$ cat src/rtl/uart_mmio_ctrl.sv
// -----------------------------------------------------------------------------
// uart_mmio_ctrl
//
// Memory-mapped UART sequencer sitting between the CPU data port / RAM read
// mux and the uart instance. It decodes a three-register window, buffers
// outgoing bytes in a TX FIFO, and issues one uart_transmit strobe per byte.
// Before it issues the next strobe, it waits for uart_is_transmitting to rise
// and then fall. Received bytes are captured on the rising edge of
// uart_received.
//
// Register window (reads are combinational from mem_addr):
//   TX_ADDR   write: push TX FIFO        read: status (no side effect)
//   RX_ADDR   read : RX data, mem_rd pops
//   STAT_ADDR read : status, mem_rd clears rx_overrun / tx_drop
//
// Status byte: [0] tx_full  [1] tx_empty  [2] rx_valid  [3] rx_overrun
//              [4] tx_busy  [5] tx_drop   [7:6] 0
//
// Ports:
//   clk                  system clock, rising edge
//   rst                  asynchronous active-low reset
//   mem_addr/wr/rd/data  CPU data-memory access
//   rd_data              read data, 0 outside the window
//   hit                  mem_addr lies inside the window
//   uart_transmit        one-cycle start strobe to the UART
//   uart_tx_byte         byte to send, held until the frame ends
//   uart_is_transmitting UART busy
//   uart_received        UART byte-valid level
//   uart_rx_byte         received byte
//
// Build option: define UART_RX_FIFO_EN to replace the single RX holding
// register with a DEPTH-entry RX FIFO.
// -----------------------------------------------------------------------------
module uart_mmio_ctrl #(
    parameter int          DEPTH     = 8,
    parameter logic [7:0]  TX_ADDR   = 8'hFF,
    parameter logic [7:0]  RX_ADDR   = 8'hFE,
    parameter logic [7:0]  STAT_ADDR = 8'hFD
) (
    input  logic       clk,
    input  logic       rst,
    input  logic [7:0] mem_addr,
    input  logic       mem_wr,
    input  logic       mem_rd,
    input  logic [7:0] mem_data,
    output logic [7:0] rd_data,
    output logic       hit,
    output logic       uart_transmit,
    output logic [7:0] uart_tx_byte,
    input  logic       uart_is_transmitting,
    input  logic       uart_received,
    input  logic [7:0] uart_rx_byte
);

    localparam int PTR_W = $clog2(DEPTH);
    localparam int CNT_W = PTR_W + 1;
    localparam logic [CNT_W-1:0] FULL_CNT = CNT_W'(DEPTH);

    typedef enum logic [1:0] {
        IDLE,
        START,
        BUSY
    } tx_state_t;

    tx_state_t        state;

    // TX FIFO
    logic [7:0]       tx_mem [DEPTH];
    logic [PTR_W-1:0] tx_wptr;
    logic [PTR_W-1:0] tx_rptr;
    logic [CNT_W-1:0] tx_count;
    logic             tx_full;
    logic             tx_empty;
    logic             tx_push_req;
    logic             tx_push;
    logic             tx_pop;
    logic             tx_drop;
    logic             tx_busy;

    // RX path
    logic             rx_prev;
    logic             rx_capture;
    logic             rx_pop_req;
    logic             rx_pop;
    logic             rx_valid;
    logic [7:0]       rx_head;
    logic             rx_ovr_set;
    logic             rx_overrun;

    logic             stat_clr;
    logic [7:0]       status;

    // -------------------------------------------------------------------------
    // Address decode
    // -------------------------------------------------------------------------
    assign hit         = (mem_addr == TX_ADDR) || (mem_addr == RX_ADDR) ||
                         (mem_addr == STAT_ADDR);
    assign tx_push_req = mem_wr && (mem_addr == TX_ADDR);
    assign rx_pop_req  = mem_rd && (mem_addr == RX_ADDR);
    assign stat_clr    = mem_rd && (mem_addr == STAT_ADDR);

    // -------------------------------------------------------------------------
    // TX FIFO
    // -------------------------------------------------------------------------
    assign tx_full  = (tx_count == FULL_CNT);
    assign tx_empty = (tx_count == '0);
    // The FSM drains the head only from IDLE.
    assign tx_pop   = (state == IDLE) && !tx_empty;
    // A pop in the same cycle frees a slot, so a push while full still lands.
    assign tx_push  = tx_push_req && (!tx_full || tx_pop);

    always_ff @(posedge clk) begin
        if (tx_push) begin
            tx_mem[tx_wptr] <= mem_data;
        end
    end

    always_ff @(posedge clk or negedge rst) begin
        if (!rst) begin
            tx_wptr  <= '0;
            tx_rptr  <= '0;
            tx_count <= '0;
        end else begin
            if (tx_push) begin
                tx_wptr <= tx_wptr + 1'b1;
            end
            if (tx_pop) begin
                tx_rptr <= tx_rptr + 1'b1;
            end
            case ({tx_push, tx_pop})
                2'b10:   tx_count <= tx_count + 1'b1;
                2'b01:   tx_count <= tx_count - 1'b1;
                default: tx_count <= tx_count;
            endcase
        end
    end

    always_ff @(posedge clk or negedge rst) begin
        if (!rst) begin
            tx_drop <= 1'b0;
        end else if (tx_push_req && !tx_push) begin
            tx_drop <= 1'b1;
        end else if (stat_clr) begin
            tx_drop <= 1'b0;
        end
    end

    // -------------------------------------------------------------------------
    // TX sequencer
    // -------------------------------------------------------------------------
    always_ff @(posedge clk or negedge rst) begin
        if (!rst) begin
            state         <= IDLE;
            uart_transmit <= 1'b0;
            uart_tx_byte  <= '0;
        end else begin
            case (state)
                IDLE: begin
                    uart_transmit <= 1'b0;
                    if (!tx_empty) begin
                        uart_tx_byte  <= tx_mem[tx_rptr];
                        uart_transmit <= 1'b1;
                        state         <= START;
                    end
                end
                START: begin
                    uart_transmit <= 1'b0;
                    if (uart_is_transmitting) begin
                        state <= BUSY;
                    end
                end
                BUSY: begin
                    uart_transmit <= 1'b0;
                    if (!uart_is_transmitting) begin
                        state <= IDLE;
                    end
                end
                default: begin
                    uart_transmit <= 1'b0;
                    state         <= IDLE;
                end
            endcase
        end
    end

    assign tx_busy = (state != IDLE);

    // -------------------------------------------------------------------------
    // RX capture
    // -------------------------------------------------------------------------
    always_ff @(posedge clk or negedge rst) begin
        if (!rst) begin
            rx_prev <= 1'b0;
        end else begin
            rx_prev <= uart_received;
        end
    end

    // One capture per level, however long uart_received stays high.
    assign rx_capture = uart_received && !rx_prev;

`ifdef UART_RX_FIFO_EN
    logic [7:0]       rx_mem [DEPTH];
    logic [PTR_W-1:0] rx_wptr;
    logic [PTR_W-1:0] rx_rptr;
    logic [CNT_W-1:0] rx_count;
    logic             rx_full;
    logic             rx_push;

    assign rx_full    = (rx_count == FULL_CNT);
    assign rx_valid   = (rx_count != '0);
    assign rx_head    = rx_mem[rx_rptr];
    assign rx_pop     = rx_pop_req && rx_valid;
    assign rx_push    = rx_capture && (!rx_full || rx_pop);
    assign rx_ovr_set = rx_capture && rx_full && !rx_pop;

    always_ff @(posedge clk) begin
        if (rx_push) begin
            rx_mem[rx_wptr] <= uart_rx_byte;
        end
    end

    always_ff @(posedge clk or negedge rst) begin
        if (!rst) begin
            rx_wptr  <= '0;
            rx_rptr  <= '0;
            rx_count <= '0;
        end else begin
            if (rx_push) begin
                rx_wptr <= rx_wptr + 1'b1;
            end
            if (rx_pop) begin
                rx_rptr <= rx_rptr + 1'b1;
            end
            case ({rx_push, rx_pop})
                2'b10:   rx_count <= rx_count + 1'b1;
                2'b01:   rx_count <= rx_count - 1'b1;
                default: rx_count <= rx_count;
            endcase
        end
    end
`else
    logic [7:0] rx_hold;
    logic       rx_hold_valid;

    assign rx_valid   = rx_hold_valid;
    assign rx_head    = rx_hold;
    assign rx_pop     = rx_pop_req && rx_hold_valid;
    // Overrun keeps the unread byte; a simultaneous pop makes room instead.
    assign rx_ovr_set = rx_capture && rx_hold_valid && !rx_pop;

    always_ff @(posedge clk or negedge rst) begin
        if (!rst) begin
            rx_hold       <= '0;
            rx_hold_valid <= 1'b0;
        end else if (rx_capture) begin
            if (!rx_ovr_set) begin
                rx_hold       <= uart_rx_byte;
                rx_hold_valid <= 1'b1;
            end
        end else if (rx_pop) begin
            rx_hold_valid <= 1'b0;
        end
    end
`endif

    // A set in the same cycle as a status read wins over the clear.
    always_ff @(posedge clk or negedge rst) begin
        if (!rst) begin
            rx_overrun <= 1'b0;
        end else if (rx_ovr_set) begin
            rx_overrun <= 1'b1;
        end else if (stat_clr) begin
            rx_overrun <= 1'b0;
        end
    end

    // -------------------------------------------------------------------------
    // Read mux
    // -------------------------------------------------------------------------
    assign status = {2'b00, tx_drop, tx_busy, rx_overrun, rx_valid,
                     tx_empty, tx_full};

    always_comb begin
        rd_data = '0;
        if ((mem_addr == TX_ADDR) || (mem_addr == STAT_ADDR)) begin
            rd_data = status;
        end else if (mem_addr == RX_ADDR) begin
            rd_data = rx_valid ? rx_head : '0;
        end
    end

endmodule

$ cat config.mk
export PLATFORM = sky130hd
export DESIGN_NAME = uart_mmio_ctrl
export DESIGN_NICKNAME = d
export VERILOG_FILES = /design/src/rtl/uart_mmio_ctrl.sv
export SDC_FILE = /design/constraint.sdc
export NUM_CORES = 1
export LEC_CHECK = 0
export ABC_AREA = 1
export CAP_MARGIN = 10
export CORE_MARGIN = 8
export CORE_UTILIZATION = 51
export DETAILED_ROUTE_END_ITERATION = 10
export PLACE_DENSITY = 0.74
export RECOVER_POWER = 100
export SYNTH_ARGS = -nofsm -noshare
export SYNTH_HDL_FRONTEND = slang
export SYNTH_SLANG_ARGS = --single-unit
$ cat constraint.sdc
create_clock -name clk -period 4.2 [get_ports clk]
set_input_delay 0.84 -clock clk [delete_from_list [all_inputs] [get_ports clk]]
set_output_delay 0.84 -clock clk [all_outputs]
set_load 0.01 [all_outputs]
==> results.sh <==
export IMPL_rows=33
export IMPL_p_sw_share_pct=35.9
export IMPL_cp_end_kind="output pin"
export IMPL_violations="max-capacitance violations, max-slew violations"
export IMPL_gr_total_overflow=0
export IMPL_yosysTopAreaCellShare_pct=46.4
export IMPL_min_path_type="flop to flop"
export IMPL_hold_buffers=0
export IMPL_io_buffers=47
export IMPL_wl_per_cell_microns=16.6
export IMPL_synthCells=395
export IMPL_ys_warn_count=0
export IMPL_placedCellCount=537
export IMPL_cts_root_buf="clkbuf_8"
export IMPL_slew_violations=69
export IMPL_viasPerCell=5.33
export IMPL_p_clk_share_pct=23.6
export IMPL_hold_viol=0
export IMPL_seqPwrFrac_pct=43.5
export IMPL_status="complete, but fails checks"
export IMPL_ys_seq_area_share_pct=66.3
export IMPL_synth_area_per_cell_sq_um=10.5
export IMPL_drive_gt1_share_pct=4.69
export IMPL_p_comb_share_pct=32.9
export IMPL_holdWs_ps=481
export IMPL_period_needed_ps=3770
export IMPL_ios=48
export IMPL_worstPathRequired_ps=3360
export IMPL_mostFrequentLayoutCell="nor2_1"
export IMPL_num_vias=2946
export IMPL_dieHeight_microns=106
export IMPL_max_slew_margin_rel_pct=-18.5
export IMPL_p_leak_uw=0.00196
export IMPL_finClkSkew_ps=16.3
export IMPL_grt_start_max_net_pins=35
export IMPL_rsz0062_at_grt="false"
export IMPL_maxCapViolations=2
export IMPL_fin_area_sq_um=4870
export IMPL_cts_repair_resized=0
export IMPL_place_area_sq_um=4710
export IMPL_postCtsSetupRepairBufs=0
export IMPL_drc=0
export IMPL_syn_nets=430
export IMPL_die_area_sq_um=11300
export IMPL_cts_tree="built"
export IMPL_switching_power_uw=1030
export IMPL_clkSinkCount=97
export IMPL_setup_tns_ps=0
export IMPL_path_clk_slew_ps=100
export IMPL_drt_total_wl_mm=9.20
export IMPL_synth_top_cell_by_area="edfxtp_1"
export IMPL_clock_latency_ps=350
export IMPL_cts_max_level=3
export IMPL_initial_core_util_pct=51.4
export IMPL_fin_cells=553
export IMPL_core_sq_um=8050
export IMPL_p_int_uw=1840
export IMPL_drt_iter0_drc=195
export IMPL_area_delta_synth_final_pct=17.7
export IMPL_ant_nets=0
export IMPL_synth_seq_cells=97
export IMPL_die_w_microns=106
export IMPL_postLayoutCoreUtil_pct=60.5
export IMPL_clock_path_buffers=2
export IMPL_start_kind="primary input"
export IMPL_fmax_mhz=265
export IMPL_yosys_top_cells_area="edfxtp_1 (46%), dfrtp_1 (20%), nor2_1 (6.8%)"
export IMPL_worst_pin_slew_ps=1780
export IMPL_gp_congestion=0.816
export IMPL_cts_buffers=9
export IMPL_antenna_diode_count=0
export IMPL_fill_cells=693
export IMPL_setup_viol=0
export IMPL_first_pass_iters=4
export IMPL_syn_cell_area_sq_um=4140
export IMPL_track_usage_pct=17.2
export IMPL_min_period_over_period_pct=89.7
export IMPL_place_hpwl_mm=6.03
export IMPL_final_cell_mix="nor2_1 (82), nand2_1 (74), edfxtp_1 (64)"
export IMPL_worstSetupPathType="primary input to output pin"
export IMPL_nets=478
export IMPL_yosysUniqueCellTypes=27
export IMPL_grt_pass1_wl_mm=15.1
export IMPL_pwr_density_cell_nw_per_um2=590
export IMPL_grt_pass1_vias=2965
export IMPL_cp_max_fo=6
export IMPL_ir_drop_v=0.000270
export IMPL_antenna_found_initial=0
export IMPL_worstPathArrival_ps=2930
==> final cells by class <==
| class | instances | area [sq um] | area share (%) |
|---|---|---|---|
| inverter | 18 | 67.6 | 1.39 |
| timing repair buffer | 51 | 485 | 9.96 |
| clock buffer | 11 | 141 | 2.90 |
| sequential | 97 | 2750 | 56.4 |
| tap | 105 | 131 | 2.70 |
| multi-input combinational | 266 | 1210 | 24.9 |
| clock inverter | 5 | 86.3 | 1.77 |
==> state kept, by name, summed over array words and instances (netlist names), 2 cells and up <==
register and flops:
tx_rptr 3, rx_head 8, state 2, tx_mem 64, tx_count 4, uart_tx_byte 8, tx_wptr 3
==> synth_stat cells <==
cell type	instances
a21oi_1	4
a31oi_1	1
and3_1	2
buf_2	10
clkbuf_1	2
clkbuf_2	2
clkinv_1	1
dfrtp_1	33
edfxtp_1	64
ha_1	5
inv_1	16
inv_2	1
nand2_1	70
nand2_2	4
nand2_4	1
nand3_1	45
nand4_1	1
nor2_1	75
nor2_2	7
nor2_4	2
nor3_2	1
o21ai_0	39
o31ai_1	2
or2_2	1
or2_4	1
xnor2_1	3
xor2_1	2
==> final timing paths <==
kind                       slack [ps]                   startpoint  cells past startpoint                          end
setup / recovery                  430                  mem_addr[6]                      8                   rd_data[0]
hold / removal                    480  uart_tx_byte[0]$_DFFE_PN0P_                      2  uart_tx_byte[0]$_DFFE_PN0P_
setup reg to reg                  950       tx_rptr[0]$_DFFE_PN0P_                      6  uart_tx_byte[5]$_DFFE_PN0P_
hold reg to reg                   480  uart_tx_byte[0]$_DFFE_PN0P_                      2  uart_tx_byte[0]$_DFFE_PN0P_
max in group asynchronous        1670                          rst                      2       tx_wptr[1]$_DFFE_PN0P_
min in group asynchronous        1490                          rst                      2       rx_head[1]$_DFFE_PN0P_
==> layer usage <==
metal / wire length, microns / global-route usage, %
met5: 0 / 0
met4: 72 / 7.34
met2: 4340 / 28.3
met3: 876 / 4.23
met1: 3910 / 21.2
==> power groups by stage <==
stage	clock [uW]	sequential (uW)	combinational [uW]
2_1_floorplan	0	1240	680
3_3_place_gp	0	1270	923
3_5_place_dp	0	1270	962
4_1_cts	682	1250	969
5_1_grt	719	1270	1080
6_report	677	1250	945
==> cells by family after synthesis <==
kind of cell	Yosys count	share of synthesized area (%)
XOR/XNOR	5	1.06
buffers and inverters	32	3.26
AND/OR/NAND/NOR	210	22.1
flip-flops	97	66.3
AO/OA/AOI/OAI	46	5.71
adder cells (fa/ha/maj)	5	1.51
==> critical path, cell delays in order <==
cell           delay (ps)
dlygate4sd3_1         530
nand2_1                60
nor2_1                240
nand2_1               140
nor2_1                280
nand3_1               110
o21ai_0                90
dlygate4sd3_1         630
==> per-stage QoR <==
step | total power [uW] | setup slack [ps]
after global routing | 3070 | 245
after floorplan | 1920 | 1730
after CTS | 2900 | 607
after global placement | 2190 | 730
final | 2870 | 433
after detailed placement | 2240 | 615
Note: power is estimated with default switching activity, not from simulation.
